## config.mk

```make
export PLATFORM = sky130hd
export DESIGN_NAME = irq_controller
export DESIGN_NICKNAME = d
export VERILOG_FILES = /design/src/rtl/irq_controller.sv
export SDC_FILE = /design/constraint.sdc
export NUM_CORES = 1
export LEC_CHECK = 0
export CAP_MARGIN = 0
export CORE_ASPECT_RATIO = 1.2
export CORE_UTILIZATION = 45
export DETAILED_ROUTE_END_ITERATION = 8
export PLACE_DENSITY = 0.76
export SLEW_MARGIN = 20
export SYNTH_ARGS = -nofsm -noshare
export SYNTH_HDL_FRONTEND = slang
export SYNTH_HIERARCHICAL = 1
export SYNTH_SLANG_ARGS = --single-unit
```

## constraint.sdc

```tcl
create_clock -name clock -period 4.4 [get_ports clock]
set_input_delay 0.66 -clock clock [delete_from_list [all_inputs] [get_ports clock]]
set_output_delay 0.66 -clock clock [all_outputs]
set_load 0.005 [all_outputs]
```

## src/rtl/irq_controller.sv

```systemverilog
// Prioritised interrupt controller: per-source pending logic, candidate priority
// encoding, and an IDLE/REQ/SERVICE request-acknowledge-EOI handshake to the CPU.

module irq_pend_bit (
  input  logic clock,
  input  logic reset_n,
  input  logic irq_in,
  input  logic edge_mode,
  input  logic w1c,
  input  logic ack_clr,
  output logic pending
);
  logic irq_q;
  logic pend_edge;

  // A detected rising edge outranks any clear in the same cycle.
  always_ff @(posedge clock) begin
    if (!reset_n) begin
      irq_q     <= 1'b0;
      pend_edge <= 1'b0;
    end else begin
      irq_q <= irq_in;
      if (!edge_mode)              pend_edge <= 1'b0;
      else if (irq_in && !irq_q)   pend_edge <= 1'b1;
      else if (w1c || ack_clr)     pend_edge <= 1'b0;
    end
  end

  assign pending = edge_mode ? pend_edge : irq_q;
endmodule

module irq_controller #(
  parameter int NUM_IRQ = 8
) (
  input  logic               clock,
  input  logic               reset_n,
  input  logic [1:0]         addr,
  input  logic [15:0]        write_data,
  input  logic               write_en,
  input  logic               read_en,
  input  logic               chipselect,
  output logic [15:0]        read_data,
  input  logic [NUM_IRQ-1:0] irq_in,
  input  logic               cpu_ack,
  output logic               cpu_irq,
  output logic [2:0]         cpu_vector
);
  typedef enum logic [1:0] {S_IDLE, S_REQ, S_SERVICE} state_t;

  typedef struct packed {
    logic        wr;
    logic        rd;
    logic [1:0]  addr;
    logic [15:0] data;
  } bus_req_t;

  bus_req_t           bus;
  state_t             state, state_nxt;
  logic [NUM_IRQ-1:0] enable, mode, pending, cand, w1c, ack_clr;
  logic               gen, insvc, eoi, ack_take;
  logic               win_vld, vec_hit;
  logic [2:0]         vec, win_idx;
  logic [15:0]        rd_mux;
  logic               unused_wdata;

  assign bus.wr   = chipselect && write_en;
  assign bus.rd   = chipselect && read_en;
  assign bus.addr = addr;
  assign bus.data = write_data;
  assign unused_wdata = ^write_data;

  assign eoi      = bus.wr && (bus.addr == 2'd3) && bus.data[15];
  assign ack_take = (state == S_REQ) && cpu_ack;
  assign w1c      = (bus.wr && bus.addr == 2'd0) ? bus.data[NUM_IRQ-1:0] : '0;
  assign cand     = pending & enable;

  for (genvar i = 0; i < NUM_IRQ; i++) begin : g_src
    assign ack_clr[i] = ack_take && (vec == 3'(i));
    irq_pend_bit u_pend (
      .clock     (clock),
      .reset_n   (reset_n),
      .irq_in    (irq_in[i]),
      .edge_mode (mode[i]),
      .w1c       (w1c[i]),
      .ack_clr   (ack_clr[i]),
      .pending   (pending[i])
    );
  end

  // Lowest index wins: scan downward so the last hit is the smallest.
  always_comb begin
    win_vld = 1'b0;
    win_idx = 3'd0;
    vec_hit = 1'b0;
    for (int i = NUM_IRQ - 1; i >= 0; i--) begin
      if (cand[i]) begin
        win_vld = 1'b1;
        win_idx = 3'(i);
      end
    end
    for (int i = 0; i < NUM_IRQ; i++)
      if (vec == 3'(i)) vec_hit = cand[i];
  end

  always_ff @(posedge clock) begin
    if (!reset_n) state <= S_IDLE;
    else          state <= state_nxt;
  end

  always_comb begin
    state_nxt = state;
    case (state)
      S_IDLE:    if (gen && win_vld)        state_nxt = S_REQ;
      S_REQ:     if (cpu_ack)               state_nxt = S_SERVICE;
                 else if (!gen || !vec_hit) state_nxt = S_IDLE;
      S_SERVICE: if (eoi)                   state_nxt = S_IDLE;
      default:                              state_nxt = S_IDLE;
    endcase
  end

  always_comb begin
    cpu_irq = (state == S_REQ);
    insvc   = (state == S_SERVICE);
  end

  always_comb begin
    rd_mux = 16'd0;
    case (bus.addr)
      2'd0: rd_mux = 16'(pending);
      2'd1: rd_mux = 16'(enable);
      2'd2: rd_mux = 16'(mode);
      2'd3: rd_mux = {9'd0, insvc, vec, 2'd0, gen};
      default: rd_mux = 16'd0;
    endcase
  end

  always_ff @(posedge clock) begin
    if (!reset_n) begin
      enable    <= '0;
      mode      <= '0;
      gen       <= 1'b0;
      vec       <= 3'd0;
      read_data <= 16'd0;
    end else begin
      if (bus.wr) begin
        case (bus.addr)
          2'd1: enable <= bus.data[NUM_IRQ-1:0];
          2'd2: mode   <= bus.data[NUM_IRQ-1:0];
          2'd3: gen    <= bus.data[0];
          default: ;
        endcase
      end
      // VEC is captured only on issue and stays frozen through REQ/SERVICE.
      if (state == S_IDLE && state_nxt == S_REQ) vec <= win_idx;
      if (bus.rd) read_data <= rd_mux;
    end
  end

  assign cpu_vector = vec;
endmodule

```

; ---- Word level (Yosys, flattened, before mapping)
; Cells that the tools add are included.
[op_classes]
eq_ne = 13
mux = 55
bitwise_logic = 1
reduce_logical = 65
[op_table]
columns = cell, count
row1 = 16-bit one-hot mux with 4 select lines, 1
row2 = 1-bit 2-to-1 mux, 40
row3 = 1-bit logical AND, 24
row4 = 3-bit 2-to-1 mux, 8
row5 = 2-bit AND reduction, 11
row6 = 2-bit nonzero test, 8
row7 = 3-bit == test (second input constant), 4
row8 = 1-bit zero test, 10
row9 = 1-bit logical OR, 9
row10 = 8-bit bitwise AND, 1
row11 = 2-bit 2-to-1 mux, 4
row12 = 8-bit 2-to-1 mux, 1
row13 = 2-bit by 1-bit == test with 1-bit output (second input constant), 3
row14 = 2-bit == test (second input constant), 3
row15 = 3-bit by 2-bit == test with 1-bit output (second input constant), 2
row16 = 2-bit one-hot mux with 3 select lines, 1
row17 = 2-bit zero test, 2
row18 = 3-bit by 1-bit == test with 1-bit output (second input constant), 1
row19 = 3-bit zero test, 1
[totals]
regBits = 54
input_bits = 32
out_inout_bits = 20

; ---- Longest topological paths before layout
; Gate-level depths: netlist of the first run.
[depth]
depth_word = 17
mapped_depth = 6
mapped_depth_nobuf = 6

; ---- By module
; The synthesis of the first run kept the hierarchy.
[by_module_without_submodules]
columns = mod, n_inst, cells_each, area_per_inst_um2, seq_area_each_um2
row1 = irq_controller, 1, 211, 1767.9, 600.6
row2 = irq_pend_bit, 8, 8, 81.3, 40.0

; ---- Least setup slack after synthesis of the first run
; Ideal clock, no wire load.
[synth_timing]
kind = flip-flop to flip-flop
startpoint = register mode[0]
endpoint = register vec[1], in the netlist cpu_vector[1]
setup_time_ns = 0.119
t_arrival_ns = 1.607
required_time_ns = 4.281
slack_ns = 2.674
stages_incl_launch_ff = 6
synth_period_minus_slack_ns = 1.726
path_cell_list = dfxtp_1 > mux2_2 > a22o_4 > nor4_4 > nor2_2 > o221a_2
[synth_between]
elab_chain_cells = 17
word_cells_on_any_way = 21
classes_between = eq/ne (1) / mux (15) / bitwise (1) / reduce/logical (4)
[synth_rtl]
columns = element, line_no
row1 = start: declaration, 59  ; logic [NUM_IRQ-1:0] enable, mode, pending, cand, w1c, ack_clr;
row2 = start signal: assignment, 148  ; 2'd2: mode <= bus.data[NUM_IRQ-1:0];
row3 = 1-bit 2-to-1 mux *, 29  ; assign pending = edge_mode ? pend_edge : irq_q;
row4 = via pending[0], 59
row5 = 8-bit bitwise AND *, 75  ; assign cand = pending & enable;
row6 = 1-bit 2-to-1 mux (8 in series), 102  ; if (vec == 3'(i)) vec_hit = cand[i];
row7 = 1-bit zero test, 115  ; else if (!gen || !vec_hit) state_nxt = S_IDLE;
row8 = 1-bit logical OR, 115
row9 = 2-bit 2-to-1 mux, 115
row10 = 2-bit 2-to-1 mux, 114  ; S_REQ: if (cpu_ack) state_nxt = S_SERVICE;
row11 = 2-bit one-hot mux with 3 select lines, 112  ; case (state)
row12 = 2-bit by 1-bit == test with 1-bit output, 154  ; if (state == S_IDLE && state_nxt == S_REQ) vec <= win_idx;
row13 = 1-bit logical AND, 154
row14 = end signal: assignment, 154
row15 = end: declaration, 62  ; logic [2:0] vec, win_idx;
; Mark *: on every way through the listed nets, which the timed path passes. The rest lies on a longest branch.
; A chain may end at the register's enable or synchronous reset.

; ---- Worst setup path after layout of the first run
[layout_timing]
startpoint = input port addr[0]
endpoint = register g_src[7].u_pend.pend_edge
[layout_between]
elab_chain_cells = 5
[layout_rtl]
columns = element, line_no
row1 = start: declaration, 37  ; input logic [1:0] addr,
row2 = 2-bit zero test, 74  ; assign w1c = (bus.wr && bus.addr == 2'd0) ? bus.data[NUM_IRQ-1:0] : '0;
row3 = 1-bit logical AND, 74
row4 = 8-bit 2-to-1 mux, 74
row5 = via w1c[7], 59
row6 = 1-bit logical OR, 25  ; else if (w1c || ack_clr) pend_edge <= 1'b0;
row7 = 2-bit nonzero test (no line), -
row8 = end signal: assignment, 23  ; if (!edge_mode) pend_edge <= 1'b0;
row9 = end signal: assignment, 24  ; else if (irq_in && !irq_q) pend_edge <= 1'b1;
row10 = end signal: assignment, 25
row11 = end: declaration, 14  ; logic pend_edge;
; The timed path passes the listed nets, and every way through them passes these cells.

==> metrics.md, run 1 <==
| Metric | Value |
|---|---|
| Outcome | finished, final reports clean |
| Number of synthesized flops with an enable pin | 0 |
| I/O pin cnt | 52 |
| Dominant cells by area after synthesis | dfxtp_1 (38%), nand2_1 (9.3%), a21boi_0 (7.1%), and2_1 (4.9%), mux2_2 (3.7%) |
| Port Buffers | 36 |
| Most frequent cells in the layout | nand2_1 (60), dfxtp_1 (46), clkdlybuf4s50_1 (36), a21boi_0 (23), and2_1 (19) |
| Worst Path Class, Setup | input port to flip-flop |
| Global-route wire length before repair | 8976 µm |
| Synth unique cells | 45 |
| DRT Pass-1 Iters | 4 |
| Worst r2r src | mode[2] |
| Post-CTS setup buffers | 0 |
| Worst-case reg-to-reg path depth | 5 |
| Area of the core | roughly 5000 µm² |
| Via count | ~2000 |
| Clock root buffer | clkbuf_8 |
| Crit. End Element | flip-flop |
| Max Root-Sink Buffers | 2 |
| Seq/Total Area, Yosys | between 30% and 40% |
| Relative slew slack | about 34% |
| Die W | just under 70 µm |
| CP required | between 4 and 5 ns |
| Worst R2R Setup Slack | about 2.5 ns |
| Site Rows | 28 |
| CTS tree | yes |
| Global-route usage over all layers | between 20 and 25% |
| Max-slew violation count | 0 |
| Clk slew on worst S/H paths | roughly 0.09 ns |
| Area leader, netlist | dfxtp_1 |
| Worst-path cell chain | clkdlybuf4s50_1 -> nor3_1 -> and2_1 -> or3b_1 -> a21oi_1 |
| Number of fillers in the final layout | 468 |
| Share of cells above drive strength 1 | under 10% |
| Period Utilization, post-route | 57.62% |
| Commonest non-fill, non-tap cell in the layout | nand2_1 |
| Clock sinks | between 40 and 50 |
| Crit path max fanout | 13 |
| Vias per cell | about 5.5 |
| Syn. warnings | 6 |
| H-tree Lvls | 2 |
| Violation count after the first detailed-routing iteration | between 150 and 200 |
| Hold crit path type | flip-flop to flip-flop |
| Final hold violation count | 0 |
| Least-Margin Pin Slew | 0.9837 ns |
| Max stage delay on crit path | around 0.93 ns |
| Full die area | 5673 µm² |
| Cts hold-fix bufs | 0 |
| Largest net degree at the start of global routing | between 40 and 50 |
| Hold Path End | read_data[0] |
| Beginning of the worst hold path | read_data[0] |
| GPL Wtd Cong | ~0.9 |
| Ys async rst share | 0% |
| Synth top area share | about two fifths |
| Setup TNS | 0 ns |
| Area grow syn2layout | 18.62% |
| RSZ-0062 raised after global routing | no |
| Final setup viols | 0 |
| Seq cells post-synth | between 40 and 50 |
| Worst Path Arrival | approximately 2.7 ns |
| Final Net Count | 340 |
| Switch share | a little under a quarter |
| Latest clock arrival within the worst-skew pair | about 0.3 ns |
| Cells after Synth | 275 |
| Max-Cap Viols | 0 |
| Hold path cells | 2 |
| Die Y | 82.31 µm |
| Hold WS | about 0.47 ns |
| CP max stage cell | nor3_1 |
| Flop pwr share | between 50% and 60% |
| Max Fclk | about 0.39 GHz |
| Int Power | ~0.6 mW |
| Prevailing post-synth register cell | dfxtp_1 |
| Gate power share | between 10 and 15% |
| Clock skew | between 0.005 and 0.006 ns |
| Synthesized area per cell | 8.795 µm² |
| Via count of the first global-routing pass | 1854 |
| Clock network power share | between 30 and 40% |
| Resized cells post-CTS | 0 |
| Leak | between 0.9 and 1 nW |
| Wire per inst | 14.77 µm |
| Reg2reg end | cpu_vector[1] |
| Num CTS Buffers | 5 |
| Sw power | 0.1861 mW |
| # diodes | 0 |
| Post-DP HPWL | 3909 µm |
| Gr ovfl total | 0 |
| Initial Utilization | 47.94% |
| Maximum VDD drop | 0.0001537 V |
| Netlist Area Pre-Place | between 2000 and 2500 µm² |
| Initial antenna violation count | 0 |
| Total Wirelength | between 5000 and 6000 µm |
| Post-route minimum period | 2.535 ns |
| DRC | 0 |
| Pwr dens | 272.9 nW/µm² |
| CP startpoint kind | input port |
| Antenna-violating nets left | 0 |
[how the worst max path moves through the flow]
stage                                     end  slack, ns  startpoint  depth (start not counted)
floorplan                       cpu_vector[1]       2.67     mode[0]                          5
global placement    g_src[2].u_pend/pend_edge       1.54     addr[0]                          5
detailed placement  g_src[7].u_pend/pend_edge       1.53     addr[0]                          5
CTS                 g_src[7].u_pend/pend_edge       1.85     addr[0]                          5
global route                        enable[2]       1.66     addr[0]                          5
finish              g_src[7].u_pend/pend_edge       1.86     addr[0]                          5
[synth_stat cells (2+ instances only)]
master     count
nand2_1       60
dfxtp_1       46
a21boi_0      23
and2_1        19
a21oi_1       10
buf_4         10
nand2b_1      10
nor2_1        10
nand3_1        9
mux2_2         8
or3b_1         8
buf_2          4
clkbuf_1       4
mux2i_1        4
mux4_2         4
o21ai_0        4
a2bb2oi_1      3
a31oi_1        3
nor2b_1        3
nor3_1         3
a22o_1         2
a32o_1         2
and2b_1        2
nand3b_1       2
o221a_2        2
[flip-flops by register name, indices dropped and copies added (netlist names)]
register / flops
state: 2
read_data: 8
g_src.u_pend/pend_edge: 8
gen: 1
enable: 8
mode: 8
g_src.u_pend/irq_q: 8
cpu_vector: 3
[power groups by stage]
| stage | clock network, mW | registers, mW | logic (mW) |
|---|---|---|---|
| global placement | 0 | 0.440 | 0.0843 |
| finish | 0.267 | 0.431 | 0.0853 |
| global route | 0.289 | 0.432 | 0.0941 |
| floorplan | 0 | 0.439 | 0.0514 |
| CTS | 0.274 | 0.431 | 0.0853 |
| detailed placement | 0 | 0.441 | 0.0849 |
[worst max-delay path, delay by kind of cell]
kind,cells,cell delay [ns]
buf+inv,1,0.74
compound gates,1,0.06
simple gates,3,1.28
[metrics by stage]
step / worst slack, ns / std cells / utilization, % / cell area [µm²] / power [mW]
2_1_floorplan: 2.674 / 282 / - / 2445 / 0.4903
3_3_place_gp: 1.539 / 361 / 55.06 / 2778 / 0.5245
3_5_place_dp: 1.532 / 361 / 55.06 / 2778 / 0.5257
4_1_cts: 1.853 / 369 / 56.87 / 2869 / 0.7898
5_1_grt: 1.661 / 369 / 56.87 / 2869 / 0.8153
6_report: 1.865 / 369 / 56.87 / 2869 / 0.7829
[final cells by class]
cell class / instances / area [µm²] / area share [%]
multi-input combinational: 217 / 1410 / 49.15
tap: 60 / 75.07 / 2.617
clock buffer: 7 / 86.33 / 3.009
inverter: 1 / 3.754 / 0.1308
timing repair buffer: 37 / 367.9 / 12.82
sequential: 46 / 920.9 / 32.10
clock inverter: 1 / 5.005 / 0.1744
[layer usage]
layer | global-route usage [%] | routed length, µm | vias to the layer above
met2 | 34.17 | 2621 | 65
met3 | 5.357 | 314 | 13
met5 | 0 | 0 | -
met1 | 27.27 | 2375 | 939
li1 | - | - | 1023
met4 | 9.592 | 137 | 0
[cells by family (layout without fill, tap and decap cells)]
group	after synthesis	count (layout)	share of synthesized area, %
flops	46	46	38.08
simple gates	133	133	28.61
other cells	1	8	0.1551
buf+inv	19	46	4.707
compound gates	59	59	18.26
mux	17	17	10.19
(Power assumes the default switching activity.)
==> run 2: changes to the inputs <==
clock period = 2.66 ns   (was 4.4 ns; I/O delays follow)
==> run 2 against run 1 <==
Against the previous run: largest cell class unchanged; final area increased by 2.8%; power increased by 66%; die area unchanged.
==> metrics.md, run 2 (synthesis gave the netlist of run 1 again) <==
| Metric | Value |
|---|---|
| Outcome | finished, final reports clean (unchanged) |
| Hold path cells | 2 (unchanged) |
| H-tree Lvls | 2 (unchanged) |
| Clock root buffer | clkbuf_8 (unchanged) |
| Crit. path cell count | 1 (was 5) |
| Largest net degree at the start of global routing | 24 (was 48) |
| Worst Path Class, Setup | flip-flop to primary output (was input port to flip-flop) |
| Post-route minimum period | between 1.5 and 2 ns |
| # diodes | 0 (unchanged) |
| I/O pin cnt | 52 (unchanged) |
| Latest clock arrival within the worst-skew pair | 0.29 ns (was 0.30 ns) |
| Final total power | 1.303 mW (was 0.7829 mW) |
| Register Area | 920.9 µm² (unchanged) |
| Flop pwr share | 54.7% (was 55.0%) |
| Dpl ws | 0.4648 ns (was 1.532 ns) |
| Site Rows | 28 (unchanged) |
| Pwr dens | 441.7 nW/µm² (was 272.9 nW/µm²) |
| DRT Pass-1 Iters | 4 (unchanged) |
| Clock network power share | 33.6% (was 34.1%) |
| Die W | 68.93 µm (unchanged) |
| Crit. Startpoint | cpu_vector[1] (was addr[0]) |
| Worst R2R Setup Slack | 0.81 ns (was 2.54 ns) |
| Post-DP HPWL | 4248 µm (was 3909 µm) |
| Worst r2r src | mode[2] (unchanged) |
| Post-CTS setup buffers | 0 (unchanged) |
| Hold WS | 0.4714 ns (was 0.4669 ns) |
| Final setup viols | 0 (unchanged) |
| CP required | 2.26 ns (was 4.60 ns) |
| Worst-case reg-to-reg path depth | 5 (unchanged) |
| RSZ-0062 raised after global routing | no (unchanged) |
| Multi-input combinational cell area | 1410 µm² (unchanged) |
| Most frequent cells in the layout | nand2_1 (60), dfxtp_1 (46), clkdlybuf4s50_1 (36), a21boi_0 (23), and2_1 (19) (unchanged) |
| Final Util | 58.46% (was 56.87%) |
| Gr ovfl total | 0 (unchanged) |
| Hold crit path type | flip-flop to flip-flop (unchanged) |
| Final WS setup | 0.6971 ns (was 1.865 ns) |
| Max-Cap Viols | 0 (unchanged) |
| Int Power | 0.9956 mW (was 0.5969 mW) |
| Global-route wire length before repair | 9446 µm (was 8976 µm) |
| Final hold violation count | 0 (unchanged) |
| Max Fclk | 0.5095 GHz |
| Crit. End Element | primary output (was flip-flop) |
| Resized cells post-CTS | 0 (unchanged) |
| Beginning of the worst hold path | read_data[4] (was read_data[0]) |
| Max-slew violation count | 0 (unchanged) |
| CP max stage cell | dfxtp_1 (was nor3_1) |
| Max Root-Sink Buffers | 2 (unchanged) |
| Total Wirelength | 5567 µm (was 5449 µm) |
| Setup TNS | 0 ns (unchanged) |
| CTS tree | yes (unchanged) |
| Crit path max fanout | 16 (was 13) |
| Antenna-violating nets left | 0 (unchanged) |
| Max stage delay on crit path | 0.67 ns (was 0.93 ns) |
| Num CTS Buffers | 5 (unchanged) |
| CP startpoint kind | flip-flop (was input port) |
| Least-Margin Pin Slew | 0.7257 ns (was 0.9837 ns) |
| Switch share | 23.57% (was 23.77%) |
| Kind of cell adding the most delay to the critical path | flip-flops (was simple AND/OR/NAND/NOR gates) |
| Cts hold-fix bufs | 0 (unchanged) |
| CP Buf/Inv Count | 1 (unchanged) |
| DRC | 0 (unchanged) |
| Initial Utilization | 47.94% (unchanged) |
| Worst Path Arrival | 1.56 ns (was 2.73 ns) |
| Vias per cell | 5.540 (was 5.528) |
| Leak | 1.044 nW (was 0.9951 nW) |
| Wire per inst | 14.73 µm (was 14.77 µm) |
| Gate power share | 11.7% (was 10.9%) |
| Worst-path cell chain | clkdlybuf4s50_1 (was clkdlybuf4s50_1 -> nor3_1 -> and2_1 -> or3b_1 -> a21oi_1) |
| Via count of the first global-routing pass | 1979 (was 1854) |
| Clock skew | 0.003500 ns (was 0.005620 ns) |
| Port Buffers | 36 (unchanged) |
| Area grow syn2layout | 21.93% (was 18.62%) |
| Violation count after the first detailed-routing iteration | 121 (was 162) |
| Via count | 2094 (was 2040) |
| Sw power | 0.3071 mW (was 0.1861 mW) |
| Share of cells above drive strength 1 | 11.64% (was 9.061%) |
| Period Utilization, post-route | between 70 and 80% |
| Maximum VDD drop | 0.0002135 V (was 0.0001537 V) |
| GPL Wtd Cong | 0.8637 (was 0.8975) |
| Die Y | 82.31 µm (unchanged) |
| Clock sinks | 46 (unchanged) |
| Final Net Count | 349 (was 340) |
| Initial antenna violation count | 0 (unchanged) |
| Commonest non-fill, non-tap cell in the layout | nand2_1 (unchanged) |
| Area of the core | 5045 µm² (unchanged) |
| Global-route usage over all layers | 22.65% (was 21.56%) |
| Relative slew slack | 51.47% (was 33.92%) |
| Full die area | 5673 µm² (unchanged) |
| Clk slew on worst S/H paths | 0.08 ns (was 0.09 ns) |
| Number of fillers in the final layout | 496 (was 468) |
run 2: cell types whose count changed in the layout (fill, tap and decap cells not counted), sizes merged:
cell,before,now
buf,1,10
run 2: worst register-to-register path, stage by stage (launching register included):
cell and delay (ns):
dfxtp_1 0.40, mux2_2 0.39, a22o_2 0.30, nor4_4 0.35
nor2_2 0.07, o221a_2 0.24
run 2: path summary, 6_finish.rpt:
check	end
worst min register to register	read_data[4]
worst max register to register	cpu_vector[1]
worst max-delay path	cpu_vector[1]
worst min-delay path	read_data[4]
run 2: final cells by class:
class                      instances  area share [%]
inverter                           1          0.1273
clock inverter                     1          0.1697
timing repair buffer              46           15.19
tap                               60           2.546
multi-input combinational        217           47.81
sequential                        46           31.23
clock buffer                       7           2.927
run 2: metal layers:
layer	global-route usage (%)	wire (µm)
met1	28.74	2491
met2	36.80	2669
met3	4.945	240
met4	8.980	166
met5	0	0
run 2: metrics by stage:
stage | cells | area, µm²
after global routing | 378 | 2949
after CTS | 378 | 2949
after detailed placement | 370 | 2858
after floorplan | 282 | 2445
after global placement | 370 | 2858
final | 378 | 2949
run 2: power by group through the flow:
| stage | clock network, mW | logic, mW | registers (mW) |
|---|---|---|---|
| 3_5_place_dp | 0 | 0.152 | 0.729 |
| 5_1_grt | 0.484 | 0.168 | 0.715 |
| 4_1_cts | 0.449 | 0.153 | 0.713 |
| 3_3_place_gp | 0 | 0.150 | 0.728 |
| 2_1_floorplan | 0 | 0.0850 | 0.726 |
| 6_report | 0.438 | 0.152 | 0.713 |
